### src/rtl/control_sincronizacion.sv
// Comma-based byte alignment and lock controller.
// Hunts for 0xBC comma bytes in the deserializer output, requests one-bit
// slips while misaligned, declares lock after LOCK_COUNT consecutive commas,
// then forwards non-comma payload bytes until too many arrive without a comma.
module control_sincronizacion #(
   parameter int LOCK_COUNT = 4,
   parameter int SLIP_WAIT  = 8,
   parameter int MAX_GAP    = 32
) (
   input  logic       clk_4f,
   input  logic       reset,
   input  logic [7:0] byte_in,
   input  logic       byte_strobe,
   output logic [7:0] data_out,
   output logic       valid_out,
   output logic       bit_slip,
   output logic       active,
   output logic       sync_lost,
   output logic [1:0] state
);

   localparam int LW = $clog2(LOCK_COUNT + 1);
   localparam int SW = $clog2(SLIP_WAIT + 1);
   localparam int GW = $clog2(MAX_GAP + 1);

   localparam logic [1:0] ST_RESET   = 2'd0;
   localparam logic [1:0] ST_SEARCH  = 2'd1;
   localparam logic [1:0] ST_LOCKING = 2'd2;
   localparam logic [1:0] ST_ACTIVE  = 2'd3;

   localparam logic [7:0] COMMA = 8'hBC;

   logic [LW-1:0] lock_cnt, lock_n;
   logic [SW-1:0] settle_cnt, settle_n;
   logic [GW-1:0] gap_cnt, gap_n;
   logic [1:0]    state_n;
   logic [7:0]    data_n;
   logic          valid_n, slip_n, lost_n;
   logic          is_comma;

   assign is_comma = (byte_in == COMMA);

   // Next-state and next-output decision; only strobes outside the settle
   // window reach the FSM, the others just drain the settle counter.
   always_comb begin
      state_n  = state;
      lock_n   = lock_cnt;
      settle_n = settle_cnt;
      gap_n    = gap_cnt;
      data_n   = data_out;
      valid_n  = 1'b0;
      slip_n   = 1'b0;
      lost_n   = 1'b0;
      if (state == ST_RESET) begin
         // A strobe coinciding with the first edge out of reset is dropped.
         state_n = ST_SEARCH;
      end else if (byte_strobe && (settle_cnt != '0)) begin
         settle_n = settle_cnt - 1'b1;
      end else if (byte_strobe) begin
         case (state)
            ST_SEARCH: begin
               if (is_comma) begin
                  if (LOCK_COUNT <= 1) begin
                     state_n = ST_ACTIVE;
                     lock_n  = '0;
                     gap_n   = '0;
                  end else begin
                     state_n = ST_LOCKING;
                     lock_n  = LW'(1);
                  end
               end else begin
                  slip_n   = 1'b1;
                  settle_n = SW'(SLIP_WAIT);
               end
            end
            ST_LOCKING: begin
               if (is_comma) begin
                  if (int'(lock_cnt) + 1 >= LOCK_COUNT) begin
                     state_n = ST_ACTIVE;
                     lock_n  = '0;
                     gap_n   = '0;
                  end else begin
                     lock_n = lock_cnt + 1'b1;
                  end
               end else begin
                  state_n  = ST_SEARCH;
                  lock_n   = '0;
                  slip_n   = 1'b1;
                  settle_n = SW'(SLIP_WAIT);
               end
            end
            ST_ACTIVE: begin
               if (is_comma) begin
                  gap_n = '0;
               end else if (gap_cnt == GW'(MAX_GAP - 1)) begin
                  // Too long without a comma: alignment is presumed lost.
                  state_n = ST_SEARCH;
                  gap_n   = '0;
                  lost_n  = 1'b1;
               end else begin
                  data_n  = byte_in;
                  valid_n = 1'b1;
                  gap_n   = gap_cnt + 1'b1;
               end
            end
            default: state_n = ST_RESET;
         endcase
      end
   end

   // Register every output and counter; reset clears everything at once.
   always_ff @(posedge clk_4f or posedge reset) begin
      if (reset) begin
         state      <= ST_RESET;
         lock_cnt   <= '0;
         settle_cnt <= '0;
         gap_cnt    <= '0;
         data_out   <= 8'h00;
         valid_out  <= 1'b0;
         bit_slip   <= 1'b0;
         sync_lost  <= 1'b0;
         active     <= 1'b0;
      end else begin
         state      <= state_n;
         lock_cnt   <= lock_n;
         settle_cnt <= settle_n;
         gap_cnt    <= gap_n;
         data_out   <= data_n;
         valid_out  <= valid_n;
         bit_slip   <= slip_n;
         sync_lost  <= lost_n;
         active     <= (state_n == ST_ACTIVE);
      end
   end

endmodule

### config.mk
export PLATFORM = sky130hd
export DESIGN_NAME = control_sincronizacion
export DESIGN_NICKNAME = d
export VERILOG_FILES = /design/src/rtl/control_sincronizacion.sv
export SDC_FILE = /design/constraint.sdc
export NUM_CORES = 1
export LEC_CHECK = 0
export ABC_AREA = 1
export CORE_AREA = 2 2 57 59
export CTS_CLUSTER_DIAMETER = 150
export CTS_CLUSTER_SIZE = 28
export DETAILED_ROUTE_END_ITERATION = 8
export DIE_AREA = 0 0 59 61
export PLACE_DENSITY_LB_ADDON = 0.12
export SLEW_MARGIN = 20
export SYNTH_ARGS = -nofsm -noshare
export SYNTH_HDL_FRONTEND = slang
export SYNTH_SLANG_ARGS = --single-unit
### constraint.sdc
create_clock -name clk_4f -period 3.1 [get_ports clk_4f]
set_input_delay 0.62 -clock clk_4f [delete_from_list [all_inputs] [get_ports clk_4f]]
set_output_delay 0.62 -clock clk_4f [all_outputs]
set_load 0.02 [all_outputs]
# Yosys cells after proc, flatten, opt, wreduce, memory -nomap -nowiden
# Cells that the tools add are included.
# op_classes
n_lt_le_gt_ge	1
eq_ne	10
bitwise_logic	4
reduce_logical	12
n_addsub	4
n_mux	39
# ops
operator	count
6-bit 2-to-1 mux	4
1-bit 2-to-1 mux	17
2-bit 2-to-1 mux	8
4-bit 2-to-1 mux	4
6-bit case mux with 2 select lines	1
6-bit AND reduction	2
3-bit 2-to-1 mux	3
8-bit equality test, second input constant	1
2-bit nonzero test	4
6-bit by 1-bit adder with 6-bit output, second input constant	1
2-bit equality test, second input constant	3
6-bit by 5-bit equality test with 1-bit output, second input constant	1
2-bit inequality test, second input constant	3
2-bit case mux with 3 select lines	1
3-bit case mux with 2 select lines	1
5-bit AND reduction	1
3-bit by 1-bit adder with 4-bit output, second input constant	1
4-bit by 3-bit greater-or-equal comparator with 1-bit output, second input constant	1
1-bit NOT	4
4-bit AND reduction	1
4-bit nonzero test	1
4-bit by 1-bit subtractor with 4-bit output, second input constant	1
3-bit by 1-bit adder with 3-bit output, second input constant	1
2-bit by 1-bit equality test with 1-bit output, second input constant	1
4 further kinds	4
# word_totals
input_bits	11
out_inout_bits	14
reg_bits	27
wordCells	79

# Longest topological paths before layout
# Gate-level depths: netlist of run 1.
# depth
word_depth	9
depth_mapped	10
depth_no_buf	10

# Least setup slack after synthesis of run 1
# OpenSTA, ideal clock, no wires.
# synth_timing
path_kind	reg2reg
start	reg state[0]
end	reg data_out[6]
setup_time_ns	0.118
period_less_slack_ns	1.662
n_path_buf	1
t_required_ns	2.982
arrival_ns	1.544
path_slack_ns	1.438
stages_incl_launch_ff	10
cell_sequence	dfrtp_1 > inv_1 > ha_1 > nor2_2 > nand2_4 > inv_2 > nand2_4 > buf_6 > nand2_1 > o21ai_2
# synth_via
elab_chain_len	3
elab_cells_between_ends	4
classes_between	1 x eq/ne; 1 x bitwise; 2 x reduce/logical
# synth_rtl
item	line	source
start: declaration	19	output logic [1:0] state
start signal: assignment	124	state <= state_n;
2-bit zero test	54	if (state == ST_RESET) begin
1-bit NOT (no source line)	n/a	
6-bit AND reduction (no source line) *	n/a	
end signal: assignment	128	data_out <= data_n;
end: declaration	14	output logic [7:0] data_out,
# Mark *: on every way between the ends. The rest lies on a longest branch, timed or not.
# A chain may end at the register's enable or synchronous reset.

# Worst setup path after layout of run 1
# layout_timing
start	reg state[1]
end	out state[1]
# No word-level cell between the ends.

==> summary.txt, run 1 <==
Clocking
  • CTS resizes: 0
  • Clock input transition at the sequential cells of the worst setup and hold paths: 0.15 ns
  • Root buffer cell: sky130_fd_sc_hd__clkbuf_4
  • H-tree Lvls: 1
  • Total setup buffers inserted after CTS: 0
  • Source-to-sink clock delay at the later pin of the worst-skew pair: 0.33 ns
  • Sink count of the clock tree: 27
  • Hold Buf Count CTS: 0
  • CTS tree: done
  • Number of buffers created by CTS: 3
  • Bufs on Longest Clock Path: 2

Setup path
  • Data arrival time of the critical path: 1.45 ns
  • Critical path class: reg2out
  • Reg-to-reg startpoint: state[0]
  • Levels on crit path: 1
  • Critical path launch point: state[1]
  • Slowest cell on crit path: sky130_fd_sc_hd__clkdlybuf4s50_1
  • Startpoint kind of the worst setup timing path: register
  • Kind of cell with the highest combined delay on the critical path: buffers and inverters
  • Critical path peak fanout: 6
  • Req. time, crit path: 2.48 ns
  • Total buffers and inverters traversed by the critical path: 1
  • Element type at the critical path end: primary output
  • Maximum cell stage delay along the critical path: 0.64 ns
  • Critical-path cell list: clkdlybuf4s50_1
  • Worst reg-to-reg path cell count: 8
  • Endpoint of the lowest-slack register-to-register path: active
  • Worst reg-to-reg setup slack: 1.36 ns
  • CP endpoint: state[1]

Routing
  • Detail Route Antenna Nets: 0
  • Total iterations of the first detailed-routing run: 4
  • Via-to-Cell Ratio: 5.16
  • DRT iter0 DRCs: 52
  • Routed wire per std cell: 12.8 um
  • Vias: 1352
  • Number of DRC violations after detailed routing: 0
  • Total detailed-routing wirelength: 3.36 mm

Die
  • Number of ports placed on the die boundary: 25
  • Initial Util: 0.552
  • Floorplan die width: 59 um
  • Vertical extent of the die: 61 um
  • Total Die Area: 0.00360 mm^2
  • Core ar.: 0.00295 mm^2
  • FP Rows: 20

Synth
  • Synthesized Nets: 221
  • Yosys warns: 0
  • Post-synthesis register bit count: 27
  • Sequential area share after synthesis: 0.415
  • Avg Inst Size Synth: 8.10 um^2
  • Share of flip-flops with an asynchronous set or reset: 1.00
  • Synth Instances: 201
  • Post-Synthesis Cell Area: 0.00163 mm^2
  • Most used DFF post-synth: sky130_fd_sc_hd__dfrtp_1
  • Post-synth EDFFs: 0
  • Library cells used by synthesis: 28

STA
  • RSZ-0062 raised after global routing: no
  • Maximum clock frequency: 483 MHz
  • Final setup violation count: 0
  • Clock period minus final worst setup slack: 2.07 ns
  • Slew @ Worst Pin: 0.346 ns
  • Relative slew slack: 0.769
  • Worst clock skew on the final layout: 0.00114 ns
  • Final-report max-slew violation count: 0
  • Worst hold slack: 0.503 ns
  • Number of hold-slack violations in the final timing report: 0
  • TNS Setup: 0 ns
  • Final clock period utilization by the worst path: 0.668

GRT
  • Largest net degree at the start of global routing: 28
  • Global-route wire length before repair: 5.75 mm
  • Residual overflow from global routing: 0
  • Number of global-route vias before repair: 1313
  • Number of antenna violations at the first check in global routing: 0
  • Aggregate global-route resource usage: 0.212

Power
  • Max IR drop VDD: 0.419 mV
  • Static leakage: 0.000980 uW
  • Pwr Density: 545 mW/mm^2

Placement
  • Cell count after placement: 258
  • Number of buffers added on ports: 24
  • HPWL after DPL: 2.52 mm
  • Final weighted congestion of routability-driven global placement: 0.816

Final layout
  • Final instance count without filler cells: 262
  • Final #Nets: 250
  • Area overhead of the layout relative to synthesis: 18.7%
  • Final antenna diode count: 0
  • Final design utilization: 0.655
  • Fraction of final layout cells sized beyond drive strength 1: 0.188

Min path
  • Hold crit path type: reg2reg

Outcome
  • Run status: complete, no violations

Job
  • Number of max-cap violations: 0
[synthesized netlist by cell type, types with 2 or more instances]
library cell	count	share of area
sky130_fd_sc_hd__inv_2	9	0.021
sky130_fd_sc_hd__o21ai_1	7	0.022
sky130_fd_sc_hd__nand3_1	16	0.049
sky130_fd_sc_hd__inv_1	24	0.055
sky130_fd_sc_hd__dfrtp_1	27	0.41
sky130_fd_sc_hd__nand2_1	53	0.12
sky130_fd_sc_hd__nor2_4	3	0.021
sky130_fd_sc_hd__nand2_2	7	0.027
sky130_fd_sc_hd__nor2_2	4	0.015
sky130_fd_sc_hd__nor2_1	8	0.018
sky130_fd_sc_hd__nand4_1	3	0.012
sky130_fd_sc_hd__ha_1	9	0.069
sky130_fd_sc_hd__nand2_4	3	0.021
sky130_fd_sc_hd__a21oi_2	2	0.011
sky130_fd_sc_hd__o21ai_0	5	0.015
sky130_fd_sc_hd__nor3_1	2	0.0061
sky130_fd_sc_hd__o21ai_2	4	0.022
sky130_fd_sc_hd__a21oi_1	5	0.015
[worst min path at each step]
stage                  startpoint            end  slack, ns  depth (start not counted)
floorplan           settle_cnt[1]  settle_cnt[1]       0.45                          2
global placement      data_out[6]    data_out[6]       0.47                          2
detailed placement    data_out[0]    data_out[0]       0.47                          2
CTS                   data_out[0]    data_out[0]       0.51                          2
global route          data_out[0]    data_out[0]       0.53                          2
finish                data_out[0]    data_out[0]       0.50                          2
[cells by family (layout without fill, tap and decap cells)]
kind of cell | count (synthesis) | in the layout | synth area share
AND/OR/NAND/NOR | 103 | 103 | 0.315
buffers and inverters | 35 | 63 | 0.0868
flip-flops | 27 | 27 | 0.415
AO/OA/AOI/OAI | 26 | 26 | 0.109
adder cells (fa/ha/maj) | 9 | 9 | 0.0691
XOR/XNOR | 1 | 1 | 0.00538
[cell usage in the layout (no fill, tap or decap)]
cell type / netlist / layout
sky130_fd_sc_hd__nand2_1: 53 / 53
sky130_fd_sc_hd__dfrtp_1: 27 / 27
sky130_fd_sc_hd__inv_1: 24 / 24
sky130_fd_sc_hd__clkdlybuf4s50_1: 0 / 24
sky130_fd_sc_hd__nand3_1: 16 / 16
sky130_fd_sc_hd__inv_2: 9 / 9
sky130_fd_sc_hd__ha_1: 9 / 9
sky130_fd_sc_hd__nor2_1: 8 / 8
sky130_fd_sc_hd__nand2_2: 7 / 7
sky130_fd_sc_hd__o21ai_1: 7 / 7
sky130_fd_sc_hd__a21oi_1: 5 / 5
sky130_fd_sc_hd__o21ai_0: 5 / 5
sky130_fd_sc_hd__nor2_2: 4 / 4
sky130_fd_sc_hd__o21ai_2: 4 / 4
sky130_fd_sc_hd__nor2_4: 3 / 3
sky130_fd_sc_hd__nand2_4: 3 / 3
sky130_fd_sc_hd__nand4_1: 3 / 3
sky130_fd_sc_hd__clkbuf_4: 0 / 3
sky130_fd_sc_hd__a21oi_2: 2 / 2
sky130_fd_sc_hd__nor3_1: 2 / 2
sky130_fd_sc_hd__nand3_2: 1 / 1
sky130_fd_sc_hd__nor3_4: 1 / 1
sky130_fd_sc_hd__or2_1: 1 / 1
sky130_fd_sc_hd__or2_2: 1 / 1
sky130_fd_sc_hd__a21oi_4: 1 / 1
sky130_fd_sc_hd__o21ai_4: 1 / 1
sky130_fd_sc_hd__xor2_1: 1 / 1
sky130_fd_sc_hd__inv_4: 1 / 1
sky130_fd_sc_hd__a21boi_0: 1 / 1
sky130_fd_sc_hd__clkinv_2: 0 / 1
sky130_fd_sc_hd__buf_4: 0 / 1
[stage by stage]
stage / worst slack, ns / area [um^2] / total power [uW]
2_1_floorplan: 1.44 / 1630 / 764
3_3_place_gp: 1.04 / 1910 / 875
3_5_place_dp: 0.998 / 1910 / 896
4_1_cts: 1.02 / 1930 / 1060
5_1_grt: 0.970 / 1930 / 1140
6_report: 1.03 / 1930 / 1050
[cell type report]
type	instances	area, um^2
Timing Repair Buffer	25	248
Clock buffer	3	22.5
Clock inverter	1	5.00
Multi-Input combinational cell	139	812
Tap cell	33	41.3
Sequential cell	27	676
Inverter	34	130
Fill cell	266	1020
[power breakdown]
group          internal, uW  total, uW  switching (uW)  leakage (uW)
Sequential              411        463            51.9      0.000360
Clock                  48.6        161             112     0.0000177
Combinational           170        430             260      0.000602
[flip-flops by register name, summed over array words and instances, names as in the netlist]
register and count:
state 2, settle_cnt 4, valid_out 1, sync_lost 1, gap_cnt 6, bit_slip 1, data_out 8, lock_cnt 3
active 1
[layer usage]
layer	share of wire	global-route usage	up-vias
li1	-	-	684
met1	0.45	0.282	635
met2	0.51	0.362	28
met3	0.029	0.0213	5
met4	0.012	0.0747	0
met5	0	0	-
Power figures use the tool's default switching activity.
==> inputs of run 2 (changes only) <==
- CORE_AREA: 2 2 57 59 -> 2 2 62 64
- DIE_AREA: 0 0 59 61 -> 0 0 64 66
- clock period: 3.1 -> 1.8 ns (I/O delays scaled with it)
==> summary.txt, run 2 (synthesis results as in run 1) <==
Outcome
  • Run status: complete, no violations

Clocking
  • Sink count of the clock tree: 27 (unchanged)
  • Root buffer cell: sky130_fd_sc_hd__clkbuf_4
  • Clock input transition at the sequential cells of the worst setup and hold paths: 0.14 ns (about the same)
  • Source-to-sink clock delay at the later pin of the worst-skew pair: 0.32 ns (about the same)
  • Total setup buffers inserted after CTS: 0 (unchanged)
  • Bufs on Longest Clock Path: 2 (unchanged)
  • CTS tree: done
  • H-tree Lvls: 1 (unchanged)
  • Number of buffers created by CTS: 3 (unchanged)

Routing
  • DRT iter0 DRCs: 70 (+35%)
  • Routed wire per std cell: 10.9 um (-15%)
  • Via-to-Cell Ratio: 4.74 (-8.1%)
  • Vias: 1319 (-2.4%)
  • Total detailed-routing wirelength: 3.03 mm (-9.8%)
  • Number of DRC violations after detailed routing: 0 (unchanged)
  • Total iterations of the first detailed-routing run: 4 (unchanged)
  • Detail Route Antenna Nets: 0 (unchanged)

STA
  • Relative slew slack: 0.771 (+0.00190)
  • Number of hold-slack violations in the final timing report: 0 (unchanged)
  • Maximum clock frequency: 593 MHz
  • Final clock period utilization by the worst path: 0.937
  • Final-report max-slew violation count: 0 (unchanged)
  • Final setup violation count: 0 (unchanged)
  • Worst clock skew on the final layout: 0.00617 ns (+0.00503 ns)
  • Clock period minus final worst setup slack: 1.69 ns
  • Slew @ Worst Pin: 0.343 ns (-0.00286 ns)
  • Final critical-path setup slack: 0.114 ns (-0.916 ns)
  • RSZ-0062 raised after global routing: no

Die
  • FP Rows: 22 (+10%)
  • Vertical extent of the die: 66 um (+8.2%)
  • Number of ports placed on the die boundary: 25 (unchanged)
  • Total Die Area: 0.00422 mm^2 (+17%)
  • Floorplan die width: 64 um (+8.5%)
  • Core ar.: 0.00355 mm^2 (+20%)
  • Initial Util: 0.459 (-0.0929)

Setup path
  • Critical path class: reg2out
  • Data arrival time of the critical path: 1.33 ns (-0.12 ns)
  • Total buffers and inverters traversed by the critical path: 1 (unchanged)
  • Element type at the critical path end: primary output
  • Critical-path cell list: clkdlybuf4s50_1
  • Startpoint kind of the worst setup timing path: register
  • Slowest cell on crit path: sky130_fd_sc_hd__clkdlybuf4s50_1
  • Req. time, crit path: 1.44 ns (-1.04 ns)
  • Critical path peak fanout: 2 (-4)
  • Kind of cell with the highest combined delay on the critical path: buffers and inverters
  • Maximum cell stage delay along the critical path: 0.61 ns (-0.03 ns)

Final layout
  • Area overhead of the layout relative to synthesis: 20.3%
  • Most frequent standard cell in the layout excluding fill and tap cells: sky130_fd_sc_hd__nand2_1
  • Final design utilization: 0.552 (-0.103)
  • Commonest cells after routing, fill and taps aside: 53 x sky130_fd_sc_hd__nand2_1, 25 x sky130_fd_sc_hd__dfrtp_1, 24 x sky130_fd_sc_hd__inv_1
  • Largest registers ranked by flip-flop count: data_out x8, gap_cnt x6, settle_cnt x4
  • Final antenna diode count: 0 (unchanged)
  • Layout fillers: 340 (+28%)
  • Final #Nets: 251 (+0.40%)
  • Fraction of final layout cells sized beyond drive strength 1: 0.196 (+0.00788)
  • Max FFs per register: 8 (unchanged)
  • Most flop-heavy register: data_out

Power
  • Static leakage: 0.000983 uW (+0.32%)
  • Proportion of total power due to net switching: 0.391 (-0.0117)
  • Reg power frac: 0.448 (+0.009)
  • Internal power component: 1090 uW (+72%)
  • Reported net switching power: 696 uW (+64%)
  • Pwr Density: 910 mW/mm^2 (+67%)
  • Share of power burned in the clock network: 0.144 (-0.009)
  • Max IR drop VDD: 0.736 mV (+76%)
  • Combinational share of power: 0.407 (about the same)

Min path
  • Hold crit path type: in2async

GRT
  • Number of global-route vias before repair: 1326 (+0.99%)
  • Aggregate global-route resource usage: 0.165 (-0.0471)
  • Number of antenna violations at the first check in global routing: 0 (unchanged)
  • Global-route wire length before repair: 5.54 mm (-3.6%)
  • Largest net degree at the start of global routing: 28 (unchanged)
  • Residual overflow from global routing: 0 (unchanged)

Job
  • Number of max-cap violations: 0 (unchanged)

Placement
  • HPWL after DPL: 2.39 mm (-5.0%)
  • Pre-CTS setup slack: -0.0277 ns (-1.03 ns)
  • Number of buffers added on ports: 24 (unchanged)
  • Final weighted congestion of routability-driven global placement: 0.801 (-1.8%)
[run 2: final timing paths]
kind	startpoint	to	slack, ns	cells after the start
worst min register to register	data_out[7]	data_out[7]	0.50	2
worst max register to register	state[0]	active	0.16	8
max in group asynchronous	reset	state[1]	1.15	3
worst min-delay path	reset	data_out[2]	0.38	3
worst max-delay path	data_out[3]	data_out[3]	0.11	1
min in group clk_4f	data_out[7]	data_out[7]	0.50	2
[run 2: what timing repair did]
| item | 4_1_cts | 5_1_grt |
|---|---|---|
| resized for setup | 2 | 2 |
| setup endpoints to repair | 2 | 10 |
| pin swaps | 0 | 0 |
| cloned | 0 | 0 |
| hold buffers | 0 | 0 |
[run 2: worst register-to-register path, cell delays in order, from the launching register on]
cell                      delay, ns
sky130_fd_sc_hd__dfrtp_2       0.47
sky130_fd_sc_hd__inv_1         0.13
sky130_fd_sc_hd__ha_1          0.21
sky130_fd_sc_hd__inv_1         0.14
sky130_fd_sc_hd__nand2_1       0.13
sky130_fd_sc_hd__nand3_1       0.11
sky130_fd_sc_hd__a21oi_1       0.20
sky130_fd_sc_hd__a21oi_2       0.08
sky130_fd_sc_hd__nor2_1        0.11
[run 2: final cells by class]
class                   instances  area, um^2  area share
well taps                      48        60.1      0.0307
repair buffers                 26         253       0.129
multi-input cells             139         812       0.414
clock buffers                   4        26.3      0.0134
flip-flops and latches         27         678       0.346
inverters                      34         130      0.0664
[run 2: metal layers]
metal  share of wire  global-route usage  up-vias
li1                -                   -      687
met1            0.44               0.208      603
met2            0.50               0.289       25
met3           0.040              0.0221        4
met4           0.011              0.0571        0
met5               0                   0        -
[run 2: per-stage QoR]
step,power [uW],setup TNS (ns),hold WS [ns],area [um^2],cells
2_1_floorplan,1320,0,0.413,1630,201
3_3_place_gp,1520,-0.0821,0.463,1930,274
3_5_place_dp,1540,-0.111,0.469,1930,274
4_1_cts,1800,0,0.377,1960,278
5_1_grt,1940,0,0.414,1960,278
6_report,1780,0,0.378,1960,278
[run 2: power by group through the flow]
stage / Clock [uW] / Sequential [uW] / Combinational [uW]
2_1_floorplan: 0 / 845 / 472
3_3_place_gp: 0 / 802 / 713
3_5_place_dp: 0 / 805 / 739
4_1_cts: 274 / 794 / 733
5_1_grt: 300 / 814 / 827
6_report: 257 / 799 / 726
==> inputs of run 3 (changes only) <==
--- a/config.mk
+++ b/config.mk
@@ -7,9 +7,9 @@
 export LEC_CHECK = 0
 export ABC_AREA = 1
-export CORE_AREA = 2 2 62 64
+export CORE_AREA = 2 2 59 61
 export CTS_CLUSTER_DIAMETER = 150
 export CTS_CLUSTER_SIZE = 28
 export DETAILED_ROUTE_END_ITERATION = 8
-export DIE_AREA = 0 0 64 66
+export DIE_AREA = 0 0 61 63
 export PLACE_DENSITY_LB_ADDON = 0.12
 export SLEW_MARGIN = 20
==> constraint.sdc (replaced) <==
create_clock -name clk_4f -period 1.7 [get_ports clk_4f]
set_input_delay 0.34 -clock clk_4f [delete_from_list [all_inputs] [get_ports clk_4f]]
set_output_delay 0.34 -clock clk_4f [all_outputs]
set_load 0.05 [all_outputs]
==> summary.txt, run 3 (synthesis results as in run 1) <==
Power
  • Proportion of total power due to net switching: 0.421 (+0.0308)
  • Combinational share of power: 0.466 (+0.059)
  • Reg power frac: 0.400 (-0.048)
  • Internal power component: 1230 uW (+13%)
  • Max IR drop VDD: 0.535 mV (-27%)
  • Overall power of the completed layout: 2120 uW (+19%)
  • Share of power burned in the clock network: 0.135 (-0.009)
  • Pwr Density: 1010 mW/mm^2 (+11%)
  • Static leakage: 0.00111 uW (+13%)
  • Reported net switching power: 895 uW (+28%)

Routing
  • Total iterations of the first detailed-routing run: 4 (unchanged)
  • Via-to-Cell Ratio: 4.72 (-0.46%)
  • Total detailed-routing wirelength: 3.23 mm (+6.8%)
  • Routed wire per std cell: 10.9 um (+0.28%)
  • Vias: 1398 (+6.0%)
  • DRT iter0 DRCs: 114 (+63%)
  • Number of DRC violations after detailed routing: 0 (unchanged)
  • Detail Route Antenna Nets: 0 (unchanged)

Job
  • Number of max-cap violations: 0 (unchanged)

Clocking
  • Source-to-sink clock delay at the later pin of the worst-skew pair: 0.34 ns (+0.02 ns)
  • Root buffer cell: sky130_fd_sc_hd__clkbuf_4
  • Clock input transition at the sequential cells of the worst setup and hold paths: 0.16 ns (+0.02 ns)
  • H-tree Lvls: 1 (unchanged)
  • Number of buffers created by CTS: 3 (unchanged)
  • Hold Buf Count CTS: 0 (unchanged)
  • CTS tree: done
  • Bufs on Longest Clock Path: 2 (unchanged)
  • Sink count of the clock tree: 27 (unchanged)

Final layout
  • Commonest cells after routing, fill and taps aside: 53 x sky130_fd_sc_hd__nand2_1, 34 x sky130_fd_sc_hd__buf_4, 25 x sky130_fd_sc_hd__dfrtp_1
  • Final #Nets: 271 (+8.0%)
  • Most frequent standard cell in the layout excluding fill and tap cells: sky130_fd_sc_hd__nand2_1
  • Fraction of final layout cells sized beyond drive strength 1: 0.336 (+0.140)
  • Final std cell area, no fill: 0.00211 mm^2 (+7.7%)
  • Max FFs per register: 8 (unchanged)
  • Area overhead of the layout relative to synthesis: 29.6%
  • Most flop-heavy register: data_out
  • Final antenna diode count: 0 (unchanged)
  • Final design utilization: 0.653 (+0.101)
  • Final instance count without filler cells: 296 (+6.5%)
  • Layout fillers: 274 (-19%)
  • Largest registers ranked by flip-flop count: data_out x8, gap_cnt x6, settle_cnt x4

Placement
  • Cell count after placement: 288 (+5.1%)
  • HPWL after DPL: 2.59 mm (+8.1%)
  • Number of buffers added on ports: 24 (unchanged)
  • Final weighted congestion of routability-driven global placement: 0.813 (+1.5%)
  • Placed Instance Area: 0.00203 mm^2 (+5.0%)

Setup path
  • Critical path peak fanout: 10 (+8)
  • Critical path class: reg2reg
  • Req. time, crit path: 1.93 ns (+0.49 ns)
  • Reg-to-reg startpoint: lock_cnt[0]
  • Critical-path cell list: ha_1, or2_1, nand2_2, nor2_2, o21ai_4, buf_12, inv_4, nand2_1, o21ai_2
  • Element type at the critical path end: register
  • Worst reg-to-reg setup slack: 0.06 ns (-0.10 ns)
  • Slowest cell on crit path: sky130_fd_sc_hd__dfrtp_1
  • Startpoint kind of the worst setup timing path: register
  • Worst reg-to-reg path cell count: 9 (+1)
  • Endpoint of the lowest-slack register-to-register path: gap_cnt[3]
  • Total buffers and inverters traversed by the critical path: 2 (+1)
  • Kind of cell with the highest combined delay on the critical path: simple AND/OR/NAND/NOR gates
  • Data arrival time of the critical path: 1.87 ns (+0.54 ns)
  • Maximum cell stage delay along the critical path: 0.44 ns (-0.17 ns)

STA
  • Worst clock skew on the final layout: 0.0165 ns (+0.0104 ns)
  • Number of hold-slack violations in the final timing report: 0 (unchanged)
  • Relative slew slack: 0.774 (+0.00271)
  • Final-report max-slew violation count: 0 (unchanged)
  • Final clock period utilization by the worst path: 0.962
  • Clock period minus final worst setup slack: 1.64 ns
  • RSZ-0062 raised after global routing: no
  • Maximum clock frequency: 612 MHz
  • Slew @ Worst Pin: 0.339 ns (-0.00407 ns)
  • TNS Setup: 0 ns (unchanged)
  • Final setup violation count: 0 (unchanged)

Die
  • Number of ports placed on the die boundary: 25 (unchanged)
  • Vertical extent of the die: 63 um (-4.5%)
  • FP Rows: 21 (-4.5%)
  • Initial Util: 0.504 (+0.0453)
  • Core ar.: 0.00323 mm^2 (-9.0%)
  • Floorplan die width: 61 um (-4.7%)
  • Total Die Area: 0.00384 mm^2 (-9.0%)

GRT
  • Global-route wire length before repair: 5.82 mm (+5.1%)
  • Residual overflow from global routing: 0 (unchanged)
  • Number of antenna violations at the first check in global routing: 0 (unchanged)
  • Largest net degree at the start of global routing: 28 (unchanged)
  • Aggregate global-route resource usage: 0.196 (+0.0310)
  • Number of global-route vias before repair: 1393 (+5.1%)

Min path
  • Hold crit path type: in2async

Outcome
  • Run status: complete, no violations
==> run 3: routing by layer <==
layer  wire length [um]  GRT usage  vias to the layer above
li1                   -          -                      734
met1               1470      0.257                      644
met2               1670      0.329                       16
met3                 58     0.0248                        4
met4                 34     0.0571                        0
met5                  0          0                        -
==> run 3: worst max-delay path by stage <==
stage,end,cells past startpoint,from
after floorplan,data_out[6],9,state[0]
after global placement,settle_cnt[3],10,byte_in[4]
after detailed placement,settle_cnt[0],9,byte_in[4]
after CTS,gap_cnt[3],8,lock_cnt[0]
after global routing,gap_cnt[3],9,lock_cnt[0]
final,gap_cnt[3],9,lock_cnt[0]
==> run 3: cell type report <==
| class | instances | area [um^2] | area share |
|---|---|---|---|
| clock inverter | 1 | 7.51 | 0.00356 |
| inverter | 34 | 130 | 0.0616 |
| sequential | 27 | 678 | 0.321 |
| multi-input combinational | 139 | 820 | 0.388 |
| clock buffer | 3 | 22.5 | 0.0107 |
| timing repair buffer | 46 | 395 | 0.187 |
| tap | 46 | 57.6 | 0.0273 |
==> run 3: power groups by stage <==
stage                     logic [uW]  registers (uW)  clock network [uW]
after floorplan                  499            1000                   0
after CTS                        933             847                 296
final                            989             848                 286
after global routing            1100             863                 332
after global placement           890             852                   0
after detailed placement         928             858                   0
==> run 3: what timing repair did <==
| item | 4_1_cts | 5_1_grt |
|---|---|---|
| buffers inserted | 0 | 4 |
| resized for setup | 0 | 5 |
| setup endpoints to repair | 0 | 7 |
==> run 3: metrics by stage <==
step / setup WS [ns] / hold WS [ns]
floorplan: 0.0137 / 0.393
global placement: -0.0477 / 0.470
detailed placement: -0.118 / 0.472
CTS: 0.0244 / 0.365
global route: 0.00146 / 0.382
finish: 0.0650 / 0.346
==> run 3: tightest hold or removal path: cells and delay by family <==
kind     cells  cell delay [ns]
buf+inv      3             0.77
